### src/rtl/esi_manifest_streamer.sv
// esi_manifest_streamer: streams the compressed ESI manifest from a byte ROM
// as 64-bit words, preceded by a header word {MAGIC, 16'h0, size}.
// Ports:
//   clk, rst             clock, async active-high reset
//   start                one-cycle request to (re)stream the manifest
//   rom_en/rom_addr      ROM read request (byte address)
//   rom_data             ROM byte, valid one cycle after rom_en
//   out_valid/out_ready  output word handshake
//   out_data/out_last    output word and end-of-transfer marker
//   busy/done            status (busy in HDR/FILL/SEND, done in DONE)
module esi_manifest_streamer #(
    parameter int          MANIFEST_SIZE = 0,
    parameter logic [31:0] MAGIC         = 32'h4553494D
) (
    input  logic        clk,
    input  logic        rst,
    input  logic        start,
    output logic        rom_en,
    output logic [15:0] rom_addr,
    input  logic [7:0]  rom_data,
    output logic        out_valid,
    input  logic        out_ready,
    output logic [63:0] out_data,
    output logic        out_last,
    output logic        busy,
    output logic        done
);

    localparam logic [16:0] SZ  = 17'(MANIFEST_SIZE);
    localparam logic [63:0] HDR_WORD = {MAGIC, 16'h0, SZ[15:0]};

    typedef enum logic [2:0] {IDLE, HDR, FILL, SEND, DONE} state_t;

    state_t      r_state;
    logic [16:0] r_addr;
    logic [3:0]  r_issue;
    logic        r_pend;
    logic [15:0] r_paddr;
    logic [63:0] r_pack;
    logic        r_rom_en;
    logic [15:0] r_rom_addr;
    logic        r_valid;
    logic [63:0] r_data;
    logic        r_last;
    logic        r_busy;
    logic        r_done;

    logic [63:0] w_pack;
    logic        w_eof;
    logic        w_final;
    logic        w_can_issue;

    // r_pend/r_paddr describe the byte on rom_data this cycle.
    always_comb begin
        w_pack = r_pack;
        w_pack[{r_paddr[2:0], 3'b000} +: 8] = rom_data;
        w_eof       = (17'(r_paddr) + 17'd1) == SZ;
        w_final     = r_pend && ((r_paddr[2:0] == 3'd7) || w_eof);
        w_can_issue = (r_addr < SZ) && (r_issue < 4'd8);
    end

    always_ff @(posedge clk or posedge rst) begin
        if (rst) begin
            r_state    <= IDLE;
            r_addr     <= '0;
            r_issue    <= '0;
            r_pend     <= 1'b0;
            r_paddr    <= '0;
            r_pack     <= '0;
            r_rom_en   <= 1'b0;
            r_rom_addr <= '0;
            r_valid    <= 1'b0;
            r_data     <= '0;
            r_last     <= 1'b0;
            r_busy     <= 1'b0;
            r_done     <= 1'b0;
        end else begin
            r_pend  <= r_rom_en;
            r_paddr <= r_rom_addr;
            unique case (r_state)
                IDLE, DONE: begin
                    if (start) begin
                        r_state <= HDR;
                        r_addr  <= '0;
                        r_valid <= 1'b1;
                        r_data  <= HDR_WORD;
                        r_last  <= (SZ == 17'd0);
                        r_busy  <= 1'b1;
                        r_done  <= 1'b0;
                    end
                end
                HDR: begin
                    if (out_ready) begin
                        r_valid <= 1'b0;
                        r_data  <= '0;
                        r_last  <= 1'b0;
                        if (SZ == 17'd0) begin
                            r_state <= DONE;
                            r_busy  <= 1'b0;
                            r_done  <= 1'b1;
                        end else begin
                            // First read issues on the first FILL cycle.
                            r_state    <= FILL;
                            r_rom_en   <= 1'b1;
                            r_rom_addr <= r_addr[15:0];
                            r_addr     <= r_addr + 17'd1;
                            r_issue    <= 4'd1;
                            r_pack     <= '0;
                        end
                    end
                end
                FILL: begin
                    if (w_can_issue) begin
                        r_rom_en   <= 1'b1;
                        r_rom_addr <= r_addr[15:0];
                        r_addr     <= r_addr + 17'd1;
                        r_issue    <= r_issue + 4'd1;
                    end else begin
                        r_rom_en <= 1'b0;
                    end
                    if (r_pend) begin
                        r_pack <= w_pack;
                    end
                    if (w_final) begin
                        r_state <= SEND;
                        r_valid <= 1'b1;
                        r_data  <= w_pack;
                        r_last  <= w_eof;
                    end
                end
                SEND: begin
                    if (out_ready) begin
                        r_valid <= 1'b0;
                        r_data  <= '0;
                        r_last  <= 1'b0;
                        if (r_last) begin
                            r_state <= DONE;
                            r_busy  <= 1'b0;
                            r_done  <= 1'b1;
                        end else begin
                            r_state    <= FILL;
                            r_rom_en   <= 1'b1;
                            r_rom_addr <= r_addr[15:0];
                            r_addr     <= r_addr + 17'd1;
                            r_issue    <= 4'd1;
                            r_pack     <= '0;
                        end
                    end
                end
                default: begin
                    r_state <= IDLE;
                end
            endcase
        end
    end

    assign rom_en    = r_rom_en;
    assign rom_addr  = r_rom_addr;
    assign out_valid = r_valid;
    assign out_data  = r_data;
    assign out_last  = r_last;
    assign busy      = r_busy;
    assign done      = r_done;

endmodule

### config.mk
export PLATFORM = sky130hd
export DESIGN_NAME = esi_manifest_streamer
export DESIGN_NICKNAME = d
export VERILOG_FILES = /design/src/rtl/esi_manifest_streamer.sv
export SDC_FILE = /design/constraint.sdc
export NUM_CORES = 1
export LEC_CHECK = 0
export BUFFER_PORTS_ARGS = -buffer_cell sky130_fd_sc_hd__clkbuf_2
export CORE_MARGIN = 10
export CORE_UTILIZATION = 35
export DETAILED_ROUTE_END_ITERATION = 7
export GPL_TIMING_DRIVEN = 0
export SYNTH_ARGS = -nofsm -noshare
export SYNTH_HDL_FRONTEND = slang
export SYNTH_SLANG_ARGS = --single-unit
export TNS_END_PERCENT = 30
### constraint.sdc
create_clock -name clk -period 17.65 [get_ports clk]
set_clock_uncertainty 0.15 [all_clocks]
set_input_delay 3.53 -clock clk [delete_from_list [all_inputs] [get_ports clk]]
set_output_delay 3.53 -clock clk [all_outputs]
set_load 0.05 [all_outputs]
==> flow_summary.ini, run 1 <==
[sta]
worst_pin_slew_ps = 1210
maxSlewViolCount = 0
period_needed_ps = 5290
max_freq_ghz = 0.189
tns_ps = 0
hold_viol = 0
min_period_over_period_pct = 30.0
setup_violations = 0
rsz0062_at_grt = false
relSlewSlack_pct = 18.7

[grt]
grt_pass1_vias = 8354
grt_pass1_wl_um = 47900
grt_max_degree = 102
grt_overflow = 0
grt_use_total_pct = 17.0
grt_antenna_before_repair = 1

[clock_tree]
clk_latency_ps = 440
cts_made_buffers = 17
htree_levels = 4
clk_pin_slew_ps = 70
clockBufferDepth = 2
cts_resized = 0
ctsHoldBuffers = 0
postCtsSetupRepairBufs = 0
clock-root-buffer = clkbuf_16
cts_tree = built
numClockSinks = 185

[layout]
final_cell_mix = nand2_1, dfrtp_1, clkbuf_2, o21ai_0, clkbuf_1
antenna_cells = 0
filler_cell_count = 2806
drive_above_1_share_pct = 14.1
syn_to_final_growth_pct = 16.3
seq_area_um2 = 4630
final_common_cell = nand2_1
multi_input_area_um2 = 4680
fin_nets = 1217

[critical_path]
critical_path_arrival_ps = 5510
ff2ff_path_depth = 11
worstReg2RegEnd = r_pack[29]$_DFFE_PP0P_
cpPeakStageDelay_ps = 600
crit_path_cell_trace = clkbuf_2, nand2b_1, a21oi_1, nor2_1, clkbuf_1, clkbuf_1, a22oi_1, nand3_1
crit_path_end_kind = register
crit_type = in2reg
crit_slowest_cell = clkbuf_1
rr_startpoint = r_paddr[0]$_DFF_PP0_
crit_required_ps = 17870
crit_fanout = 10
cp_common_cell = clkbuf_1
cp-start-kind = input pin
rrSetupSlack_ps = 14100

[detailed_routing]
drc_errors = 0
firstDrtPassIters = 5
drtAntennaViolNets = 0
drt-initial-drc-count = 716
viasPerCell = 5.47
wl_per_cell_um = 19.3
wl_um = 30600
vias = 8697

[synthesis]
dominantRegCellSynth = dfrtp_1
syn_avg_cell_area_um2 = 9.02
syn-cell-area_um2 = 9760
yosysSeqAreaShare_pct = 47.4
synth_warnings = 0
synth-seq-cells = 185
synth_cell_types = 57
synthCells = 1083
syn_nets = 1100
synth_edf_count = 0
async_flop_share_pct = 100

[status]
status = finished, final reports clean

[worst_hold_path]
hold_path_end = r_paddr[14]$_DFF_PP0_
hp-class = reg2reg
worstHoldStart = rom_addr[14]$_DFFE_PP0P_
hold_depth = 0

[power_and_ir_drop]
ir_worst_vdd_v = 0.0000698
switchingPower_mw = 0.360
clkPwrFrac_pct = 37.0
p_comb_share_pct = 19.1
seq_power_share_pct = 43.9
power.internal_mw = 0.713
switching_share_pct = 33.6
power.density_nw_per_um2 = 94.5
finalPower_mw = 1.07
p_leak_nw = 5.13

[floorplan]
pin_count = 97
die_width_um = 187
dieArea_um2 = 35000
core-area_um2 = 27600
num_rows = 61
initial_core_util_pct = 35.3
die_height_um = 187

[place]
io_buffers = 96
dpl.hpwl_um = 21500
place.gp.congestion = 0.834

[run]
maxCapViolCount = 0
-- flip-flops by register name, summed over array words and instances, names as in the netlist --
signal     flops
out_data      64
out_valid      1
busy           1
r_addr        16
rom_en         1
r_pack        64
out_last       1
done           1
r_paddr       16
rom_addr      16
r_pend         1
r_state        3
-- critical path, delay by kind of cell --
family                 cells  cell delay, ps
AOI/OAI and AO/OA          2             290
buffers and inverters      3            1230
and+or+nand+nor            3             450
-- logic make-up after synthesis --
logic type      Yosys count  share of synthesized area [%]
simple gates            457                           21.1
xor+xnor                 13                           1.17
flops                   185                           47.4
fa+ha+maj                 5                          0.641
mux                      60                           6.27
compound gates          247                           18.7
buf+inv                 116                           4.70
-- cell type report --
| type | count | area share (%) |
|---|---|---|
| clock buffer | 18 | 3.78 |
| tap | 378 | 4.17 |
| clock inverter | 14 | 1.40 |
| buffer | 95 | 3.35 |
| inverter | 21 | 0.760 |
| timing repair buffer | 98 | 4.54 |
| sequential | 185 | 40.8 |
| multi-input combinational | 782 | 41.2 |
-- metal layers --
layer / vias to the layer above / share of wire, % / global-route usage (%)
met1: 4272 / 45 / 22.6
li1: 4094 / - / -
met4: 2 / 2.4 / 5.30
met5: - / 0.042 / 0
met3: 49 / 6.3 / 3.80
met2: 280 / 46 / 26.9
-- power groups by stage --
stage / sequential [mW] / combinational, mW / clock, mW
detailed placement: 0.478 / 0.207 / 0
global route: 0.475 / 0.221 / 0.420
finish: 0.471 / 0.205 / 0.397
global placement: 0.478 / 0.204 / 0
floorplan: 0.548 / 0.0731 / 0
CTS: 0.470 / 0.208 / 0.403
-- cells in the mapped netlist, types with 21 or more instances --
cell	n	area, um^2
a22oi_1	33	248
and3_1	55	344
clkbuf_1	76	285
dfrtp_1	185	4630
inv_1	21	78.8
mux2i_1	51	510
nand2_1	234	878
nand3_1	50	250
nor2_1	72	270
o211ai_1	34	255
o21ai_0	85	425
-- stage by stage --
stage                     hold slack, ps  util, %  cell area, um^2  setup slack, ps  instances
after CTS                            268     41.1            11400            12350       1591
after global routing                 279     41.1            11400            12230       1591
final                                267     41.1            11400            12360       1591
after detailed placement             248     39.0            10800            11900       1559
after global placement               242     38.8            10700             6380       1557
after floorplan                      309        -             9760             8940       1083
-- how the worst max path moves through the flow --
| stage | endpoint | slack (ps) | from | depth (start not counted) |
|---|---|---|---|---|
| after CTS | out_data[13]$_DFFE_PP0P_ | 12350 | start | 8 |
| after detailed placement | out_data[13]$_DFFE_PP0P_ | 11900 | start | 8 |
| after floorplan | busy$_DFFE_PP0P_ | 8940 | rst | 1 |
| after global routing | out_data[8]$_DFFE_PP0P_ | 12230 | start | 8 |
| after global placement | out_data[26]$_DFFE_PP0P_ | 6380 | rst | 2 |
| final | out_data[13]$_DFFE_PP0P_ | 12360 | start | 8 |
No activity file was read; power rests on OpenSTA's default activity.
==> run 2: changes to the inputs <==
clock period = 5.3 ns   (was 17.65 ns; I/O delays follow)
==> run 2 against run 1 <==
Against the previous run: sequential power grew to 3.3 times the previous value; setup slack got worse by 11000 ps; wire length grew 0.13%; critical path depth up 2; die area did not move; utilization grew 0.16 points; highest routed layer is now met4.
==> flow_summary.ini, run 2 (synthesis gave the netlist of run 1 again) <==
[detailed_routing]
drtAntennaViolNets = 0
drc_errors = 0
viasPerCell = 5.46
wl_um = 30700
firstDrtPassIters = 5
drt-initial-drc-count = 891
vias = 8709
wl_per_cell_um = 19.2

[power_and_ir_drop]
p_leak_nw = 5.14
ir_worst_vdd_v = 0.000224
finalPower_mw = 3.53
power.density_nw_per_um2 = 310

[sta]
setup_violations = 0
tns_ps = 0
min_period_over_period_pct = 66.0
max_freq_ghz = 0.286
rsz0062_at_grt = false
relSlewSlack_pct = 13.1
worst_pin_slew_ps = 1290
period_needed_ps = 3500
maxSlewViolCount = 0
hold_viol = 0

[worst_hold_path]
hp-class = reg2reg

[critical_path]
crit_type = reg2reg
crit_path_end_kind = register
crit_fanout = 10
critical_path_arrival_ps = 3660
crit_required_ps = 5460
cp-start-kind = register

[grt]
grt_antenna_before_repair = 0
grt_use_total_pct = 17.4
grt_pass1_vias = 8470
grt_pass1_wl_um = 49000
grt_overflow = 0
grt_max_degree = 38

[floorplan]
die_height_um = 187
num_rows = 61
dieArea_um2 = 35000
die_width_um = 187
initial_core_util_pct = 35.3
pin_count = 97
core-area_um2 = 27600

[place]
dpl.hpwl_um = 21900
place_area_um2 = 10800
io_buffers = 96
dp_cells = 1563
place.gp.congestion = 0.843

[layout]
fin_area_um2 = 11400
final_common_cell = nand2_1
syn_to_final_growth_pct = 16.7
filler_cell_count = 2782
instances_no_fill = 1594
final_cell_mix = nand2_1, dfrtp_1, clkbuf_2, o21ai_0, clkbuf_1
seq_area_um2 = 4630
fin_nets = 1221
antenna_cells = 0
drive_above_1_share_pct = 14.4
multi_input_area_um2 = 4680
fin_util_pct = 41.3

[clock_tree]
clock-root-buffer = clkbuf_16
cts_resized = 0
clockBufferDepth = 2
ctsHoldBuffers = 0
clk_latency_ps = 440
htree_levels = 4
cts_made_buffers = 17
numClockSinks = 185
postCtsSetupRepairBufs = 0
cts_tree = built
clk_pin_slew_ps = 70

[status]
status = finished, final reports clean

[run]
maxCapViolCount = 0
## run 2: changes by cell type in the layout (fill, tap and decap cells not counted)
cell,before,now
buf_12,0,5
clkinvlp_4,0,3
bufinv_16,2,1
buf_16,1,0
clkbuf_1,77,76
inv_6,6,4
## run 2: layout make-up
type                       count  share of cell area (%)
tap                          378                    4.15
timing repair buffer         102                    5.16
inverter                      21                   0.725
clock inverter                14                    1.21
sequential                   185                    40.6
clock buffer                  17                    3.73
multi-input combinational    782                    41.1
buffer                        95                    3.34
## run 2: critical path, cell delays in order, from the launching register on
cell and delay [ps]:
dfrtp_1 490, inv_1 130, ha_1 220, ha_1 320, nor2b_1 270, nor3b_1 310
buf_1 540, and2_1 220, clkbuf_1 230, clkbuf_1 350, o21ai_0 150
## run 2: metal layers
layer	part of all wire (%)	GRT usage, %
met1	45	23.2
met5	0	0
met2	47	27.4
met4	2.3	5.77
met3	5.9	3.64
## run 2: path summary, 6_finish.rpt
path,depth (start not counted),slack [ps],end,start
worst min register to register,0,270,r_paddr[12]$_DFF_PP0_,rom_addr[12]$_DFFE_PP0P_
worst max-delay path,10,1800,r_pack[25]$_DFFE_PP0P_,r_paddr[0]$_DFF_PP0_
worst max register to register,10,1800,r_pack[25]$_DFFE_PP0P_,r_paddr[0]$_DFF_PP0_
max in group asynchronous,4,3700,r_paddr[0]$_DFF_PP0_,rst
worst min-delay path,0,270,r_paddr[12]$_DFF_PP0_,rom_addr[12]$_DFFE_PP0P_
min in group asynchronous,2,530,r_pack[56]$_DFFE_PP0P_,rst
## run 2: where the power goes
part	internal [mW]	total, mW	switching, mW
clock network	0.659	1.27	0.611
logic	0.172	0.693	0.521
registers	1.50	1.57	0.0693
## run 2: stage by stage
step	setup slack, ps	hold WS (ps)
final	1800	266
after global routing	1480	268
after CTS	1860	264
after detailed placement	1860	249
after global placement	356	247
after floorplan	1710	309
